<file path="config.mk">
export PLATFORM = sky130hd
export DESIGN_NAME = lot_input_cond
export DESIGN_NICKNAME = d
export VERILOG_FILES = /design/src/rtl/lot_pkg.sv /design/src/rtl/lot_input_cond_btn_debounce.sv /design/src/rtl/lot_input_cond.sv
export SDC_FILE = /design/constraint.sdc
export NUM_CORES = 1
export LEC_CHECK = 0
export ABC_AREA = 1
export CORE_MARGIN = 2
export CORE_UTILIZATION = 53
export CTS_CLUSTER_SIZE = 20
export DETAILED_ROUTE_END_ITERATION = 8
export PLACE_DENSITY_LB_ADDON = 0.15
export REMOVE_ABC_BUFFERS = 1
export SYNTH_ARGS = -nofsm -noshare
export SYNTH_HDL_FRONTEND = slang
export SYNTH_SLANG_ARGS = --single-unit
</file>
<file path="constraint.sdc">
create_clock -name clk -period 1.3 [get_ports clk]
set_clock_uncertainty 0.1 [all_clocks]
set_input_delay 0.26 -clock clk [delete_from_list [all_inputs] [get_ports clk]]
set_output_delay 0.26 -clock clk [all_outputs]
set_load 0.005 [all_outputs]
</file>
<file path="src/rtl/lot_pkg.sv">
// Shared types and constants for the lottery input-conditioning slice.
package lot_pkg;

  typedef enum logic [1:0] {
    IDLE,
    PRESS_WAIT,
    HELD,
    RELEASE_WAIT
  } btn_state_e;

  localparam int unsigned BTN_INSERE   = 0;
  localparam int unsigned BTN_FIM      = 1;
  localparam int unsigned BTN_FIM_JOGO = 2;
  localparam int unsigned NUM_BTN      = 3;
  localparam int unsigned NUM_W        = 4;

endpackage

</file>
<file path="src/rtl/lot_input_cond_btn_debounce.sv">
// One button: polarity normalisation, 2-flop synchroniser, debounce FSM, press pulse.
// Auto-repeat while held is built only when BTN_REPEAT_EN is defined and REPEAT_EN is set.
module btn_debounce
  import lot_pkg::*;
#(
  parameter int unsigned DEBOUNCE_CYCLES = 16,
  parameter bit          ACTIVE_LOW      = 1'b1,
  parameter bit          REPEAT_EN       = 1'b0,
  parameter int unsigned REPEAT_CYCLES   = 64
) (
  input  logic clk_i,
  input  logic reset_i,
  input  logic btn_raw_i,
  output logic press_o,
  output logic active_o
);

  localparam int unsigned CNT_W = $clog2(DEBOUNCE_CYCLES + 1);

  logic             btn_n;
  logic             sync1_q;
  logic             btn_s_q;
  btn_state_e       state_q;
  logic [CNT_W-1:0] cnt_q;
  logic             press_q;
  logic             rep_hit;

  assign btn_n = ACTIVE_LOW ? ~btn_raw_i : btn_raw_i;

  always_ff @(posedge clk_i) begin
    if (reset_i) begin
      sync1_q <= 1'b0;
      btn_s_q <= 1'b0;
    end else begin
      sync1_q <= btn_n;
      btn_s_q <= sync1_q;
    end
  end

`ifdef BTN_REPEAT_EN
  localparam int unsigned REP_W = (REPEAT_CYCLES > 1) ? $clog2(REPEAT_CYCLES) : 1;

  logic [REP_W-1:0] rep_cnt_q;

  assign rep_hit = REPEAT_EN && (state_q == HELD) && btn_s_q &&
                   (rep_cnt_q == REP_W'(REPEAT_CYCLES - 1));

  always_ff @(posedge clk_i) begin
    if (reset_i || !(REPEAT_EN && (state_q == HELD) && btn_s_q)) begin
      rep_cnt_q <= '0;
    end else if (rep_hit) begin
      rep_cnt_q <= '0;
    end else begin
      rep_cnt_q <= rep_cnt_q + REP_W'(1);
    end
  end
`else
  // Repeat parameters are still referenced so the default build carries no dangling ones.
  assign rep_hit = 1'b0 & REPEAT_EN & (REPEAT_CYCLES > 1);
`endif

  always_ff @(posedge clk_i) begin
    if (reset_i) begin
      state_q <= IDLE;
      cnt_q   <= '0;
      press_q <= 1'b0;
    end else begin
      press_q <= 1'b0;
      unique case (state_q)
        IDLE: begin
          if (btn_s_q) begin
            state_q <= PRESS_WAIT;
            cnt_q   <= CNT_W'(1);
          end
        end
        PRESS_WAIT: begin
          if (!btn_s_q) begin
            state_q <= IDLE;
            cnt_q   <= '0;
          end else if (cnt_q == CNT_W'(DEBOUNCE_CYCLES - 1)) begin
            state_q <= HELD;
            cnt_q   <= '0;
            press_q <= 1'b1;
          end else begin
            cnt_q <= cnt_q + CNT_W'(1);
          end
        end
        HELD: begin
          if (!btn_s_q) begin
            state_q <= RELEASE_WAIT;
            cnt_q   <= CNT_W'(1);
          end else if (rep_hit) begin
            press_q <= 1'b1;
          end
        end
        RELEASE_WAIT: begin
          if (btn_s_q) begin
            state_q <= HELD;
            cnt_q   <= '0;
          end else if (cnt_q == CNT_W'(DEBOUNCE_CYCLES - 1)) begin
            state_q <= IDLE;
            cnt_q   <= '0;
          end else begin
            cnt_q <= cnt_q + CNT_W'(1);
          end
        end
        default: begin
          state_q <= IDLE;
          cnt_q   <= '0;
        end
      endcase
    end
  end

  assign press_o  = press_q;
  assign active_o = (state_q != IDLE);

endmodule

</file>
<file path="src/rtl/lot_input_cond.sv">
// Input conditioning for the lottery FSM: three debounced buttons, arbitration, num capture.
// BTN_REPEAT_EN enables auto-repeat on the insere button.
module lot_input_cond
  import lot_pkg::*;
#(
  parameter int unsigned DEBOUNCE_CYCLES = 16,
  parameter bit          BTN_ACTIVE_LOW  = 1'b1,
  parameter int unsigned NUM_MAX         = 9,
  parameter int unsigned REPEAT_CYCLES   = 64
) (
  input  logic             clk,
  input  logic             reset,
  input  logic             insere_raw,
  input  logic             fim_raw,
  input  logic             fim_jogo_raw,
  input  logic [NUM_W-1:0] num_raw,
  output logic             insere,
  output logic             fim,
  output logic             fim_jogo,
  output logic [NUM_W-1:0] num,
  output logic             num_valid,
  output logic             busy
);

  logic [NUM_BTN-1:0] raw;
  logic [NUM_BTN-1:0] press;
  logic [NUM_BTN-1:0] active;
  logic [NUM_W-1:0]   num_s1_q;
  logic [NUM_W-1:0]   num_s2_q;
  logic [NUM_W-1:0]   num_q;
  logic               num_valid_q;
  logic               busy_q;

  assign raw[BTN_INSERE]   = insere_raw;
  assign raw[BTN_FIM]      = fim_raw;
  assign raw[BTN_FIM_JOGO] = fim_jogo_raw;

  for (genvar i = 0; i < NUM_BTN; i++) begin : g_btn
    btn_debounce #(
      .DEBOUNCE_CYCLES(DEBOUNCE_CYCLES),
      .ACTIVE_LOW     (BTN_ACTIVE_LOW),
      .REPEAT_EN      (i == BTN_INSERE),
      .REPEAT_CYCLES  (REPEAT_CYCLES)
    ) u_btn (
      .clk_i    (clk),
      .reset_i  (reset),
      .btn_raw_i(raw[i]),
      .press_o  (press[i]),
      .active_o (active[i])
    );
  end

  // Fixed priority fim_jogo > fim > insere; losers are simply dropped.
  assign fim_jogo = press[BTN_FIM_JOGO];
  assign fim      = press[BTN_FIM] & ~press[BTN_FIM_JOGO];
  assign insere   = press[BTN_INSERE] & ~press[BTN_FIM] & ~press[BTN_FIM_JOGO];

  always_ff @(posedge clk) begin
    if (reset) begin
      num_s1_q    <= '0;
      num_s2_q    <= '0;
      num_q       <= '0;
      num_valid_q <= 1'b1;
      busy_q      <= 1'b0;
    end else begin
      num_s1_q <= num_raw;
      num_s2_q <= num_s1_q;
      busy_q   <= |active;
      if (insere) begin
        num_q       <= num_s2_q;
        num_valid_q <= (32'(num_s2_q) <= NUM_MAX);
      end
    end
  end

  assign num       = num_q;
  assign num_valid = num_valid_q;
  assign busy      = busy_q;

endmodule

</file>
==> metrics.md <==
| Metric | Value |
|---|---|
| Slack of the critical path | -0.0969 ns |
| Area fraction of the dominant cell type after synthesis | 0.506 |
| Leak | ~0.00099 µW |
| EDFF count, synth | 0 |
| Number of library cell types mapped by synthesis | 25 |
| Critical path required time | 0.94 ns |
| Most frequent cells after synthesis | 51 x nand2_1, 44 x dfxtp_1, 39 x inv_1 |
| Average footprint of a synthesized cell | ~7.4 µm² |
| Latest clock arrival within the worst-skew pair | about 0.36 ns |
| Synth warn | 0 |
| Final critical path time including I/O delays and setup | 1.40 ns |
| Reg2reg path depth | 7 |
| Post-route setup TNS | -0.159 ns |
| Count of final setup violators | 2 |
| End of the critical path | insere |
| Synthesized netlist cell count | 235 |
| CP Launch Point | g_btn[2].u_btn.press_o$_SDFF_PP0_ |
| Period utilization | 1.07 |
| Stage delay of the slowest cell on the critical path | 0.35 ns |
| Reg2reg start | g_btn[1].u_btn.cnt_q[1]$_SDFFE_PP0P_ |
| Wire length of the first global-routing pass | approximately 5600 µm |
| CP Data Arrival Time | around 1.0 ns |
| Via count of the first global-routing pass | between 1000 and 1500 |
| FILL cells | 245 |
| Critical path capture point type | output port |
| Slowest cell on the critical path | dfxtp_2 |
| Setup slack on the worst flop-to-flop path | about 0.020 ns |
| Register Area | ~900 µm² |
| Dominant cells by area after synthesis | dfxtp_1 51%, nand2_1 11%, inv_1 8.4% |
| Flip-flop and latch count after synthesis | 44 |
| Horizontal extent of the die | just over 60 µm |
| Initial antenna violation count | 0 |
| DRC marker count from the first detailed-route iteration | roughly 50 |
| H-tree level count | 2 |
| Combined global-route utilization of all metal layers | 0.204 |
| Total I/O pin count | 18 |
| Power density cells | roughly 1300 mW/mm² |
| Core region area | ~0.003 mm² |
| Slew of the pin with the lowest slew margin | 0.314 ns |
| Async set or reset register ratio after synthesis | 0 |
| Fin nets | 285 |
| Synth area leader | dfxtp_1 |
| Area added between synthesis and finish | 32.1% |
| Final Hold Fails | 0 |
| Achievable frequency | 716 MHz |
| Seq/Total Area, Yosys | 0.506 |
| Most used standard cell by instance count after synthesis | nand2_1 |
| Number of design rule violations left after detail routing | 0 |
| Rel. slew slack | 0.790 |
| Unrepaired setup endpoints after global routing | true |
| Via density per instance | about 4.8 |
| Syn Std Cell Area | roughly 0.0017 mm² |
| Hold buffer count at cts | 0 |
| Routed vias | about 1500 |
| GRT Residual Overflow | 0 |
| Type of element launching the critical path | flop |
| Area of the multi-input gates | between 700 and 800 µm² |
| Pin count of the biggest net entering global routing | 26 |
| Maximum count of clock buffers along a single path | 2 |
| Result of the run | finished with violations |
| Placed instance count | roughly 300 |
| TritonCTS clock tree | yes |
| Max-cap check violation count | 0 |
| Share of cells above drive strength 1 | 0.259 |
| Inserted Clock Buffers | 5 |
| Violated checks | negative setup slack |
| Final core area utilization | 0.747 |
| Clock net sink count | between 40 and 50 |
| Cell Rows | 20 |
| Die Height | a little over 60 µm |
| Clock edge transition at the registers on the reported setup and hold paths | 0.13 ns |
| Peak fanout along the critical path | 2 |
| HPWL after detailed placement | 2300 µm |
| Leading register cell type out of synthesis | dfxtp_1 |
| Worst vdd rail ir drop | roughly 850 µV |
| Total Routed Length | 3450 µm |
| Buffers added on ports | 17 |
| Diode count | 0 |
| Number of iterations in the first detailed-routing pass | 4 |
| Category of the most critical setup path | reg2out |
| Type of the worst min-delay path | in2reg |
| Initial cell density of the core | 0.565 |
| Number of slew-limit violations in the final report | 0 |
| Non-filler cells, final | 318 |
| Crit-path cells | nor2_1 > nand2_1 > inv_2 > buf_6 |
| Routed wirelength normalized by instance count | 10.8 µm |
| Worst hold margin | ~0.29 ns |
| Die footprint | approximately 0.0038 mm² |
| Root Buffer | clkbuf_4 |
| Routability congestion estimate from global placement | 0.871 |
| Remaining antenna violation count | 0 |
| Pwr Total | around 3000 µW |
-- per-stage QoR --
stage / cell area (µm²) / setup slack (ns)
2_1_floorplan: 1720 / 0.138
6_report: 2300 / -0.0969
3_5_place_dp: 2080 / -0.115
4_1_cts: 2250 / -0.117
3_3_place_gp: 2080 / -0.0751
5_1_grt: 2300 / -0.165
-- timing repair --
item | in CTS | in global routing
pin swaps | 3 | 13
setup buffers | 4 | 5
setup endpoints to repair | 9 | 28
gates resized for setup | 34 | 30
-- critical path, delay by kind of cell (launching register included) --
kind	cells	cell delay, ns
buf+inv	2	0.16
flops	1	0.35
simple gates	2	0.17
-- layout by cell type, fill, tap and decap left out, types with 5 or more instances in the layout --
cell type        synthesis  layout
a21oi_1                 15      15
buf_4                    1      15
clkbuf_2                 0       6
clkbuf_4                 0       5
clkdlybuf4s50_1          0       8
dfxtp_1                 44      30
dfxtp_2                  0      14
inv_1                   39      37
nand2_1                 51      50
nand2_2                  4       5
nand3_1                 10       9
nand4_1                  5       5
nor2_1                  35      33
o21ai_0                  9       7
-- cells by family after synthesis --
logic type                 synth area share
AOI/OAI and AO/OA                    0.0942
xor gates and xnor gates            0.00503
adders and majority gates            0.0216
buffers and inverters                0.0999
DFF                                   0.506
and+or+nand+nor                       0.273
-- area by class of cell --
class,count,area share
tap,44,0.0240
multi-input combinational,146,0.324
sequential,44,0.391
inverter,40,0.0653
clock inverter,3,0.0392
clock buffer,5,0.0163
timing repair buffer,36,0.140
-- worst min path at each step --
stage,end,cells after the start,startpoint,slack [ns]
after floorplan,flop,1,reset,0.22
after global placement,g_btn[2].u_btn.btn_s_q$_SDFF_PP0_,2,g_btn[2].u_btn.sync1_q$_SDFF_PP0_,0.29
after detailed placement,num_s2_q[1]$_SDFF_PP0_,2,num_s1_q[1]$_SDFF_PP0_,0.30
after CTS,num_s1_q[0]$_SDFF_PP0_,3,num_raw[0],0.28
after global routing,num_s1_q[3]$_SDFF_PP0_,3,num_raw[3],0.28
final,g_btn[1].u_btn.sync1_q$_SDFF_PP0_,2,fim_raw,0.29
-- metal layers --
| layer | track usage | part of all wire |
|---|---|---|
| met5 | 0 | 0 |
| met4 | 0.0870 | 0.023 |
| met3 | 0.0756 | 0.046 |
| met2 | 0.345 | 0.48 |
| met1 | 0.230 | 0.45 |
-- power breakdown --
part | switching, µW | internal (µW)
combinational | 153 | 131
sequential | 46.3 | 1410
clock | 452 | 792
-- state kept, by name, summed over array words and instances (netlist names), named ones only --
| register | cells |
|---|---|
| g_btn.u_btn.cnt_q | 15 |
| num | 4 |
| num_s1_q | 4 |
| num_s2_q | 4 |
| g_btn.u_btn.btn_s_q | 3 |
| g_btn.u_btn.press_o | 3 |
| g_btn.u_btn.state_q | 3 |
| g_btn.u_btn.sync1_q | 3 |
| busy | 1 |
| num_valid | 1 |
Power figures use the tool's default switching activity.
==> variant 1: new RTL, same settings <==
`DEBOUNCE_CYCLES` is set to 16 in 2 places; all go to 8.
--- a/src/rtl/lot_input_cond_btn_debounce.sv
+++ b/src/rtl/lot_input_cond_btn_debounce.sv
@@ -4,5 +4,5 @@
   import lot_pkg::*;
 #(
-  parameter int unsigned DEBOUNCE_CYCLES = 16,
+  parameter int unsigned DEBOUNCE_CYCLES = 8,
   parameter bit          ACTIVE_LOW      = 1'b1,
   parameter bit          REPEAT_EN       = 1'b0,
--- a/src/rtl/lot_input_cond.sv
+++ b/src/rtl/lot_input_cond.sv
@@ -4,5 +4,5 @@
   import lot_pkg::*;
 #(
-  parameter int unsigned DEBOUNCE_CYCLES = 16,
+  parameter int unsigned DEBOUNCE_CYCLES = 8,
   parameter bit          BTN_ACTIVE_LOW  = 1'b1,
   parameter int unsigned NUM_MAX         = 9,
Check against the original RTL: no difference found for any inputs over 10 cycles, from zero or initial values and one cycle with reset high; that may be too few to reach the edited logic, so the function may still have changed.
==> variant 1 against the original RTL <==
  * The flow still finishes with violations (negative setup slack)
  * Synthesized area is 4.0% lower
  * Largest cell class unchanged
  * Cell area fell by 10%
  * Power down 22%
  * Count of clock-buffer cells in the layout grew 1
  * Setup slack worse by 0.12 ns
  * Die area shrank 3.7%
  * Largest power group unchanged
  * Routed wire length decreased by 18%
  * Clock power fell by 51%
  * Sequential cell count decreased by 3
  * Highest routed layer unchanged
==> variant 1: results (changes against the original RTL) <==
critical path fanouts, max 3 (+1); ranking of synthesized cells by area dfxtp_1 49%, nand2_1 8.8%, inv_1 8.3%; All-Layer GR Usage 18.0% (-2.3 points); reg-to-reg critical path startpoint g_btn[2].u_btn.press_o$_SDFF_PP0_; later-pin clock latency in the skew report 0.34 ns (-0.02 ns); first-pass GRT wire length 4.83 mm (-13%); Starting DRT DRC Count 67 (+31%); Filler Cell Count 257 (+4.9%); Slew Limit Headroom 80.7% (+1.7 points); post-route non-filler standard cell count 295 (-7.2%); hpwl dp 2.03 mm (-12%); Seq/Total Area, Yosys 49.1% (-1.5 points); status complete, but fails checks; failing checks negative setup slack; Sequential Area 832 µm² (-7.4%); Setup-failing EPs final 3 (+1); final worst slack -0.215 ns (-0.118 ns); gpl congestion 0.778 (-11%); vias in the first global route 1188 (-15%); Reg2Reg Depth 6 (-1); placed cell areas 0.00198 mm² (-4.7%); via count of the routed design 1367 (-11%); P_sw 0.637 mW (-2.2%); synth cell count leaders 41 x dfxtp_1, 39 x nand2_1, 37 x inv_1; hold crit path type flop to flop; Worst Hold Path EP g_btn[1].u_btn.btn_s_q$_SDFF_PP0_; largest net degree at the start of global routing 16 (-38%); Leak 0.904 nW (-9.0%); share of layout cells above drive strength 1 22.3% (-3.6 points); Routed WL 2.81 mm (-18%)
## variant 1: cell types whose count changed in the layout (fill, tap and decap cells not counted), sizes merged, moves of 4 or more
cell	before	now
a21oi	16	11
buf	22	17
clkdlybuf4s15	0	4
nand2	55	44
nand3	10	14
## variant 1: cell type report
type,instances,area share [%]
clock buffer,6,2.00
clock inverter,2,0.484
inverter,37,6.72
multi-input combinational,133,34.3
sequential,41,40.2
tap,44,2.66
timing repair buffer,32,13.6
## variant 1: power by group through the flow
stage               Sequential (mW)  Combinational, mW  Clock [mW]
finish                         1.38              0.344       0.602
global route                   1.38              0.394       0.695
CTS                            1.37              0.339       0.628
detailed placement             1.40              0.343           0
global placement               1.40              0.340           0
floorplan                      1.40              0.213           0
## variant 1: cell families after synthesis
kind of cell / synth area share [%]
and+or+nand+nor: 31.3
AOI/OAI and AO/OA: 7.86
DFF: 49.1
adders and majority gates: 2.25
buffers and inverters: 9.51
## variant 1: how the worst max path moves through the flow
stage	startpoint	to	slack, ns	cells past startpoint
after CTS	g_btn[2].u_btn.press_o$_SDFF_PP0_	insere	-0.22	3
after global placement	g_btn[1].u_btn.press_o$_SDFF_PP0_	insere	-0.11	2
after global routing	g_btn[2].u_btn.press_o$_SDFF_PP0_	insere	-0.30	3
final	g_btn[2].u_btn.press_o$_SDFF_PP0_	insere	-0.21	3
after floorplan	g_btn[0].u_btn.cnt_q[0]$_SDFFE_PP0P_	g_btn[0].u_btn.state_q[0]$_SDFFE_PP0P_	0.12	5
after detailed placement	reset	g_btn[0].u_btn.press_o$_SDFF_PP0_	-0.14	3
## variant 1: repair_timing
action | in CTS | in global routing
pin swaps | 0 | 3
resized for setup | 29 | 13
buffers inserted | 3 | 0
setup endpoints to repair | 9 | 18
## variant 1: critical path: stages (launching register included)
cell and delay (ns):
dfxtp_2 0.35, buf_6 0.11, nor3_4 0.19, buf_2 0.15
## variant 1: through the flow
stage / hold WS (ns) / TNS [ns]
floorplan: 0.227 / 0
global placement: 0.289 / -0.505
detailed placement: 0.292 / -0.921
CTS: 0.306 / -0.440
global route: 0.307 / -0.763
finish: 0.307 / -0.411
## variant 1: per-layer routing
metal / vias to the layer above / part of all wire (%) / GRT usage, %
li1: 748 / - / -
met1: 588 / 47 / 22.1
met2: 24 / 48 / 29.3
met3: 7 / 3.2 / 4.55
met4: 0 / 1.6 / 8.57
met5: - / 0 / 0
==> variant 2: new RTL, config.mk and constraints unchanged <==
Without the edit above. Encoding of `btn_state_e`: now one-hot (4 bits for 4 states).
--- a/src/rtl/lot_pkg.sv
+++ b/src/rtl/lot_pkg.sv
@@ -2,9 +2,9 @@
 package lot_pkg;
 
-  typedef enum logic [1:0] {
-    IDLE,
-    PRESS_WAIT,
-    HELD,
-    RELEASE_WAIT
+  typedef enum logic [3:0] {
+    IDLE         = 4'b0001,
+    PRESS_WAIT   = 4'b0010,
+    HELD         = 4'b0100,
+    RELEASE_WAIT = 4'b1000
   } btn_state_e;
 
Check against the original RTL: same outputs for any inputs over 10 cycles, from zero or initial values and one cycle with reset high; not proved beyond that.
==> variant 2 against the original RTL <==
  * Largest cell class is now multi-input combinational cells
  * Power grew 97%
  * Count of clock-buffer cells in the layout is the same
  * Global-route usage grew 0.73 points
  * Largest power group is now combinational cells
  * Cell area grew 46%
  * Synthesized area grew 35%
  * Die area grew 33%
  * Synthesized cell count grew 34%
  * Sequential cell count grew 6
  * Setup slack gained 0.020 ns
  * Clock power shrank 12%
  * Highest routed layer unchanged
  * Combinational power grew to 9.4 times the old value
  * The flow still finishes with violations (negative setup slack)
  * Routed wire length grew 65%
==> variant 2: results (changes against the original RTL) <==
vias in the first global route 1963 (+40%); CP peak stage delay 0.39 ns (+0.04 ns); hold crit path type flop to flop; cts repair resizes 50 (+47%); Layout non-clock buf frac 15.6% (+1.6 points); CP max-delay cell dfxtp_4; clock network area share 3.21% (-2.3 points); placed cell areas 0.00281 mm² (+35%); post-route non-filler standard cell count 433 (+36%); #MultiIn Comb 215 (+47%); P_sw 2.35 mW (+260%); failing checks negative setup slack; gpl congestion 0.763 (-12%); largest net degree at the start of global routing 21 (-19%); Filler Cell Count 310 (+27%); Clock transition at path regs 0.10 ns (-0.03 ns); Power Internal 3.52 mW (+51%); Least-Margin Pin Slew 0.264 ns (-0.0499 ns); Worst VDD drop 879 µV (+2.8%); Sequential Area 0.00104 mm² (+16%); hpwl dp 3.50 mm (+52%); final worst slack -0.0771 ns (+0.0198 ns); Final nets 393 (+38%); DP Cell Count 411 (+35%); Avg Inst Size Synth 7.45 µm² (+0.62%); Post-synth ARST share 0% (unchanged); Combinational Power Share 45.3% (+36 points); crit path DAT 1.49 ns (+0.45 ns); pre-CTS setup slack -0.229 ns (-0.114 ns); Seq/Total Area, Yosys 42.5% (-8.1 points); via-per-instance ratio 5.06 (+4.5%); first-pass GRT wire length 8.45 mm (+51%); synth cell count leaders 63 x nand2_1, 50 x dfxtp_1, 39 x inv_1; xor/xnor cell area share of the yosys netlist 0.744% (+0.24 points); Synth Area in Compound Gates 7.97% (-1.4 points); All-Layer GR Usage 21.1% (+0.73 points); critical path fanouts, max 6 (+4); sequential cell area share 31.0% (-8.1 points); ranking of synthesized cells by area dfxtp_1 43%, nand2_1 10%, inv_1 6.2%; status complete, but fails checks; Netlist cell types 26 (+4.0%); area grow syn2layout 42.5%; share of layout cells above drive strength 1 45.7% (+20 points); FFs & Latches 50 (+14%); Setup TNS -0.421 ns (-0.262 ns); Multi-input gate area 0.00144 mm² (+94%); initial antenna violation count 0 (unchanged); Setup-failing EPs final 13 (+11); root buffer cell clkbuf_8; setup bufs post-CTS 5 (+1); Starting DRT DRC Count 75 (+47%); Routed WL 5.69 mm (+65%); Clock power frac 18.5% (-23 points); Leak 1.44 nW (+45%); later-pin clock latency in the skew report 0.31 ns (-0.05 ns); Non-CTS buffers 63 (+75%); Inverters excl. clock 46 (+15%); Top Family by Delay on Critical Path simple AND/OR/NAND/NOR gates
[variant 2: worst paths after layout]
path	startpoint	end	slack, ns	cells after the start
setup reg to reg	g_btn[1].u_btn.state_q[0]$_SDFFE_PP1P_	g_btn[1].u_btn.cnt_q[0]$_SDFFE_PP0P_	-0.08	8
hold / removal	num_s1_q[0]$_SDFF_PP0_	num_s2_q[0]$_SDFF_PP0_	0.31	2
hold reg to reg	num_s1_q[0]$_SDFF_PP0_	num_s2_q[0]$_SDFF_PP0_	0.31	2
setup / recovery	g_btn[1].u_btn.state_q[0]$_SDFFE_PP1P_	g_btn[1].u_btn.cnt_q[0]$_SDFFE_PP0P_	-0.08	8
[variant 2: metal layers]
metal / share of wire (%) / up-vias / GRT usage [%]
met5: 0 / - / 0
met4: 1.9 / 0 / 7.97
met3: 2.4 / 13 / 4.13
met2: 53 / 27 / 36.9
met1: 43 / 1017 / 25.8
li1: - / 1134 / -
